<file path="config.mk">
export PLATFORM = sky130hd
export DESIGN_NAME = shiftreg_seq_ctrl
export DESIGN_NICKNAME = d
export VERILOG_FILES = /design/src/rtl/shiftreg_seq_ctrl_pkg.sv /design/src/rtl/shiftreg_seq_ctrl_step_counter.sv /design/src/rtl/shiftreg_seq_ctrl.sv
export SDC_FILE = /design/constraint.sdc
export NUM_CORES = 1
export LEC_CHECK = 0
export ABC_AREA = 1
export CORE_UTILIZATION = 50
export DETAILED_ROUTE_END_ITERATION = 12
export PLACE_DENSITY = 0.84
export SETUP_SLACK_MARGIN = 0.4
export SKIP_LAST_GASP = 1
export SYNTH_ARGS = -nofsm -noshare
export SYNTH_HDL_FRONTEND = slang
export SYNTH_SLANG_ARGS = --single-unit
</file>
<file path="constraint.sdc">
create_clock -name clk -period 3 [get_ports clk]
set_input_delay 0.75 -clock clk [delete_from_list [all_inputs] [get_ports clk]]
set_output_delay 0.75 -clock clk [all_outputs]
set_load 0.01 [all_outputs]
</file>
<file path="src/rtl/shiftreg_seq_ctrl_pkg.sv">
// Shared definitions for the shift register datapath and its sequencer.
// Holds the register mode encodings and the sequencer state encoding.
package shiftreg_seq_ctrl_pkg;

  localparam logic [1:0] MODE_HOLD = 2'b00;
  localparam logic [1:0] MODE_SHR  = 2'b01;
  localparam logic [1:0] MODE_SHL  = 2'b10;
  localparam logic [1:0] MODE_LOAD = 2'b11;

  typedef enum logic [1:0] {
    IDLE  = 2'b00,
    LOAD  = 2'b01,
    SHIFT = 2'b10,
    DONE  = 2'b11
  } state_t;

endpackage

</file>
<file path="src/rtl/shiftreg_seq_ctrl_step_counter.sv">
// seq_step_counter: loadable down-counter for the remaining shift steps.
// Ports:
//   clk, rst     clock, asynchronous active-low reset
//   clr          clear count to zero (highest priority)
//   load         load load_val
//   load_val     value to load
//   dec          decrement enable; saturates at zero
//   count        current count
//   zero         count == 0
//   last         count == 1 (the next decrement is the final step)
module seq_step_counter #(
  parameter int unsigned CNT_W = 4
) (
  input  logic             clk,
  input  logic             rst,
  input  logic             clr,
  input  logic             load,
  input  logic [CNT_W-1:0] load_val,
  input  logic             dec,
  output logic [CNT_W-1:0] count,
  output logic             zero,
  output logic             last
);

  always_ff @(posedge clk or negedge rst) begin
    if (!rst) begin
      count <= '0;
    end else if (clr) begin
      count <= '0;
    end else if (load) begin
      count <= load_val;
    end else if (dec && !zero) begin
      count <= count - 1'b1;
    end
  end

  assign zero = (count == '0);
  assign last = (count == CNT_W'(1));

endmodule

</file>
<file path="src/rtl/shiftreg_seq_ctrl.sv">
// shiftreg_seq_ctrl: sequencer driving the shift register datapath.
// On start it latches the configuration, issues one parallel-load step on
// the next accepted tick, then cfg_count shift/rotate steps, one per tick.
// Ports:
//   clk, rst            clock, asynchronous active-low reset
//   tick                rate enable from the clock divider
//   start, abort        one-cycle control pulses
//   cfg_dir/rotate/count/data  sequence configuration, latched on start
//   q_fb                current shift register contents
//   sr_m, sr_d, sr_si   register mode, load data, serial-in bit
//   sr_step             one-cycle step enable for the register
//   busy, done          sequence active / one-cycle completion pulse
//   steps_left          remaining shift steps
module shiftreg_seq_ctrl
  import shiftreg_seq_ctrl_pkg::*;
#(
  parameter int unsigned WIDTH = 4,
  parameter int unsigned CNT_W = 4
) (
  input  logic             clk,
  input  logic             rst,
  input  logic             tick,
  input  logic             start,
  input  logic             abort,
  input  logic             cfg_dir,
  input  logic             cfg_rotate,
  input  logic [CNT_W-1:0] cfg_count,
  input  logic [WIDTH-1:0] cfg_data,
  input  logic [WIDTH-1:0] q_fb,
  output logic [1:0]       sr_m,
  output logic [WIDTH-1:0] sr_d,
  output logic             sr_si,
  output logic             sr_step,
  output logic             busy,
  output logic             done,
  output logic [CNT_W-1:0] steps_left
);

  state_t           state, state_nx;
  logic             dir_q, rot_q;
  logic [WIDTH-1:0] data_q;
  logic             fin_q, fin_nx;
  logic [1:0]       m_nx;
  logic [WIDTH-1:0] d_nx;
  logic             si_nx, step_nx, done_nx;
  logic             latch, cnt_load, cnt_dec, cnt_clr;
  logic             cnt_zero, cnt_last, acc;
  // Only the end bits of q_fb feed the rotate; the reduction keeps the
  // remaining bits visibly consumed.
  logic             unused_q_fb;

  assign unused_q_fb = ^q_fb;

  seq_step_counter #(.CNT_W(CNT_W)) u_cnt (
    .clk      (clk),
    .rst      (rst),
    .clr      (cnt_clr),
    .load     (cnt_load),
    .load_val (cfg_count),
    .dec      (cnt_dec),
    .count    (steps_left),
    .zero     (cnt_zero),
    .last     (cnt_last)
  );

  assign busy = (state == LOAD) || (state == SHIFT);

  // Ticks coinciding with a step are dropped so q_fb has settled before
  // the next rotate bit is sampled.
  assign acc = tick && !sr_step &&
               ((state == LOAD) || ((state == SHIFT) && !cnt_zero));

  // The state leaves LOAD/SHIFT on the edge that ends the step cycle, using
  // fin_q (captured when the step was issued), so busy falls with done.
  always_comb begin
    state_nx = state;
    m_nx     = MODE_HOLD;
    d_nx     = sr_d;
    si_nx    = 1'b0;
    step_nx  = 1'b0;
    fin_nx   = fin_q;
    latch    = 1'b0;
    cnt_load = 1'b0;
    cnt_dec  = 1'b0;
    cnt_clr  = 1'b0;
    unique case (state)
      IDLE: begin
        if (start) begin
          latch    = 1'b1;
          cnt_load = 1'b1;
          state_nx = LOAD;
        end
      end
      LOAD: begin
        if (sr_step) begin
          state_nx = fin_q ? DONE : SHIFT;
        end else if (acc) begin
          step_nx = 1'b1;
          m_nx    = MODE_LOAD;
          d_nx    = data_q;
          fin_nx  = cnt_zero;
        end
      end
      SHIFT: begin
        if (sr_step) begin
          if (fin_q) state_nx = DONE;
        end else if (acc) begin
          step_nx = 1'b1;
          m_nx    = dir_q ? MODE_SHL : MODE_SHR;
          si_nx   = rot_q && (dir_q ? q_fb[WIDTH-1] : q_fb[0]);
          cnt_dec = 1'b1;
          fin_nx  = cnt_last;
        end
      end
      DONE: state_nx = IDLE;
      default: state_nx = IDLE;
    endcase
    if (abort) begin
      state_nx = IDLE;
      m_nx     = MODE_HOLD;
      si_nx    = 1'b0;
      step_nx  = 1'b0;
      latch    = 1'b0;
      cnt_load = 1'b0;
      cnt_dec  = 1'b0;
      cnt_clr  = 1'b1;
    end
    done_nx = (state_nx == DONE);
  end

  always_ff @(posedge clk or negedge rst) begin
    if (!rst) begin
      state   <= IDLE;
      sr_m    <= MODE_HOLD;
      sr_d    <= '0;
      sr_si   <= 1'b0;
      sr_step <= 1'b0;
      done    <= 1'b0;
      fin_q   <= 1'b0;
      dir_q   <= 1'b0;
      rot_q   <= 1'b0;
      data_q  <= '0;
    end else begin
      state   <= state_nx;
      sr_m    <= m_nx;
      sr_d    <= d_nx;
      sr_si   <= si_nx;
      sr_step <= step_nx;
      done    <= done_nx;
      fin_q   <= fin_nx;
      if (latch) begin
        dir_q  <= cfg_dir;
        rot_q  <= cfg_rotate;
        data_q <= cfg_data;
      end
    end
  end

endmodule

</file>
# After elaboration in Yosys (flattened, before gate mapping)
# Cells that the tools add are included.
# op_classes
n_addsub,1
n_mul,0
n_div,0
n_lt_le_gt_ge,0
n_eq_ne,9
shifts,0
n_mux,37
bitwise_logic,1
n_reduce_logical,16
# ops
operator,count
$mux 2,11
$mux 1,20
$mux 4,3
$ne 2x2->1 const B,4
$pmux 2 s4,1
$eq 2x2->1 const B,3
$logic_and 1x1->1,5
$reduce_and 5->1,1
$eq 4x1->1 const B,1
$logic_not 4->1,1
$pmux 2 s2,1
$sub 4x1->4 const B,1
$reduce_and 3->1,1
$reduce_bool 3->1,1
$eq 2x1->1 const B,1
$logic_not 1->1,2
$logic_not 2->1,1
$logic_or 1x1->1,2
$pmux 1 s2,1
$reduce_bool 2->1,1
$reduce_or 2->1,1
$not 1->1,1
# totals
ff_bits,22
latch_bits,0
ram_bits,0
romBits,0
inputBits,19
output_inout_bits,14
wordCells,75
mem_count,0

# Longest topological paths before layout
# logic_depth
depth_word,13
depth_mapped,9
depth_no_buf,8

# Hierarchy
# Synthesis repeated with hierarchy kept, for this count alone.
# hier_totals
cells_unflattened,144
area_unflattened_um2,1181.1
# modules_own_cells
mod,instances,cells_each,area_each_um2,seq_area_each_um2
shiftreg_seq_ctrl,1,99,875.8,450.4
seq_step_counter,1,45,305.3,100.1

# Worst setup path before layout
# Ideal clock, no wire load.
# synth_timing
path_type,register to output
start,register state[0]
end,output busy
t_arrival_ns,0.758
required_time_ns,2.250
path_slack_ns,1.492
path_stages_with_launch,3
path_buffers,0
cell_sequence,dfrtp_1 inv_1 ha_1
# synth_via
elab_chain_len,2
word_cells_on_any_way,3
cone_classes,eq/ne (2); reduce/logical (1)
# synth_rtl
element,line,source
from (decl),shiftreg_seq_ctrl.sv:39,"state_t state, state_nx;"
from (signal assigned),shiftreg_seq_ctrl.sv:144,state <= state_nx;
$eq 2x1->1 / $eq 2x2->1 (equally long branches),shiftreg_seq_ctrl.sv:66,assign busy = (state == LOAD) || (state == SHIFT);
$logic_or 1x1->1 *,shiftreg_seq_ctrl.sv:66,
to (decl),shiftreg_seq_ctrl.sv:34,"output logic busy,"
# Every way passes the cells marked *; elsewhere a longest branch is shown, timed or not.

# Worst setup path after layout
# layout_timing
start,register state[1]
end,output busy
# Same word-level chain as after synthesis.

==> reports/metrics.csv <==
metric,value,unit
status,completed,
DIE WIDTH,49.9,um
maximum VDD drop,0.000379,V
final period demand of the worst path,2.41,ns
CP required,2.25,ns
Unique masters post-synth,27,
DPL Wire Length,1740,um
"Largest stage delay, worst path",0.54,ns
Slew @ Worst Pin,0.274,ns
layout cell share with drive strength beyond 1,11.4,%
core area,2060,sq um
Yosys top cell area share,48.1,%
pin count of the biggest net entering global routing,23,
drt drc,0,
Crit-path slowest cell,clkdlybuf4s50_1,
post-cts sizing count,0,
vias per cell,4.99,
worst r2r src,state[1]$_DFF_PN0_,
RSZ-0062 raised after global routing,false,
DP Cell Count,190,
die height,49.9,um
GRT Total Usage,21.4,%
die footprint,2490,sq um
post-synthesis area per instance,8.61,sq um
post-CTS setup buffers,0,
Area contributors post-synth,"dfrtp_1 (48%), nand2_1 (12%), ha_1 (7.7%)",
First-pass DRT Iterations,4,
Starting Density,55.5,%
post-route ant nets,0,
Slew Limit Fails,0,
Sinks on Clock Net,22,
H-tree levels,1,
Synth Net Count,159,
f_max,415,MHz
Overall Power,863,uW
setup total negative slack,0,ns
Crit Path Class,flip-flop to output pin,
worst skew pair latency,0.30,ns
synthesized flop and latch total,22,
largest area contributor in the netlist,dfrtp_1,
Port-buffer cells,30,
Fin Clk Skew,0.00335,ns
CTS tree,built,
Mapped Area,1140,sq um
TritonCTS Buffers,3,
cell leakage power,0.737,nW
crit path launch,state[1]$_DFF_PN0_,
hold path start,sr_d[3]$_DFFE_PN0P_,
initial antenna violation count,0,
clk buf depth,2,
PD cells,565,nW/um^2
Inserted Diodes,0,
area growth from synthesis to final layout,33.4,%
drt total wl,2270,um
max-cap violations,0,
Post-Synthesis Cells,133,
RePlAce Congestion,0.830,
global-route wire length before repair,3990,um
sequential-to-total area share from yosys stat,48.1,%
io pins,33,
"Reg clk slew, reported paths",0.13,ns
Via Count,968,
Synth Warn #,0,
per-cell routed wire length,11.7,um
# setup viols final,0,
row count,16,
Worst Path Arrival,1.66,ns
Initial DRC Count,27,
Slew headroom,81.7,%
grt total ovfl,0,
hold_buf cts,0,
Final nets,194,
crit end category,output pin,
Root Driver,clkbuf_4,
CP max FO,4,
vias in the first global route,941,
final std cells w/o fill,194,
cells along the critical path,"inv_1, ha_1, clkdlybuf4s50_1",
Setup crit start kind,flip-flop,
Hold Fails Final Rpt,0,
fin crit share,80.4,%
Hold WC Path Type,flip-flop to flip-flop,
[path summary, 6_finish.rpt]
kind | end | slack [ns] | cells after the start
worst max-delay path | busy | 0.59 | 3
min in group asynchronous | fin_q$_DFFE_PN0P_ | 0.78 | 2
worst min-delay path | sr_d[3]$_DFFE_PN0P_ | 0.50 | 2
max in group asynchronous | data_q[2]$_DFFE_PN0P_ | 2.00 | 2
worst max register to register | u_cnt.count[1]$_DFFE_PN0P_ | 1.48 | 7
worst min register to register | sr_d[3]$_DFFE_PN0P_ | 0.50 | 2
[per-layer routing]
layer	up-vias	track usage, %	wire length [um]
met5	-	0	0
met4	0	8.10	25
met3	2	3.09	103
met2	28	34.9	1080
met1	443	28.7	1060
li1	495	-	-
[registers in the layout, summed over array words and instances (netlist names)]
| register | flops |
|---|---|
| rot_q | 1 |
| sr_m | 2 |
| data_q | 4 |
| fin_q | 1 |
| u_cnt.count | 4 |
| sr_d | 4 |
| done | 1 |
| sr_step | 1 |
| state | 2 |
| sr_si | 1 |
| dir_q | 1 |
[cell usage after synthesis]
library cell,count
buf_6,1
o2111ai_1,1
o21ai_2,1
inv_2,4
nor3_1,1
nor2_1,5
ha_1,7
nand2_2,2
nand3_2,2
nand2_1,37
nand3_1,6
a21oi_1,1
xnor2_1,1
a22oi_1,1
o21ai_0,9
nand4_1,1
nand3b_1,1
or2_2,1
o21bai_1,1
nand2_4,1
a41oi_1,2
nor2_4,1
o21ai_1,5
dfrtp_1,22
nor2_2,1
a21oi_2,1
inv_1,17
[critical path, delay by kind of cell, from the launching register on]
kind                       cells  cell delay [ns]
DFF                            1             0.42
adders and majority gates      1             0.30
buffers and inverters          2             0.64
[layout by cell type, fill, tap and decap left out, drive strengths merged]
cell type	instances
buf	1
a21oi	2
nand3	8
dfrtp	22
or2	1
xnor2	1
nand2	40
bufinv	1
o21ai	15
o2111ai	1
o21bai	1
a22oi	1
inv	21
nand3b	1
nor2	7
a41oi	2
nand4	1
ha	7
clkdlybuf4s50	30
clkbuf	3
nor3	1
[logic make-up after synthesis]
family | Yosys count | share of synthesized area (%)
compound gates | 22 | 11.7
xor+xnor | 1 | 0.765
fa+ha+maj | 7 | 7.65
buf+inv | 22 | 7.87
flops | 22 | 48.1
simple gates | 59 | 23.9
[metrics by stage]
step | util [%] | setup slack, ns | hold slack (ns) | cell area (sq um)
after floorplan | - | 1.49 | 0.449 | 1140
after global placement | 71.5 | 0.953 | 0.460 | 1480
after detailed placement | 71.5 | 0.926 | 0.470 | 1480
after CTS | 74.1 | 0.570 | 0.498 | 1530
after global routing | 74.1 | 0.492 | 0.517 | 1530
final | 74.1 | 0.589 | 0.498 | 1530
[report_power, final]
part | switching (mW) | total, mW | internal (mW) | leakage [nW]
Sequential | 0.0329 | 0.381 | 0.348 | 0.286
Clock | 0.0898 | 0.225 | 0.135 | 0.0279
Combinational | 0.131 | 0.257 | 0.126 | 0.423
Total | 0.254 | 0.863 | 0.609 | 0.737
[cell type report]
class | count | area, sq um
repair buffers | 31 | 308
inverters | 21 | 78.8
fillers | 149 | 534
multi-input cells | 89 | 504
flip-flops and latches | 22 | 551
clock inverters | 1 | 30.0
well taps | 27 | 33.8
clock buffers | 3 | 22.5
Note: power is estimated with default switching activity, not from simulation.
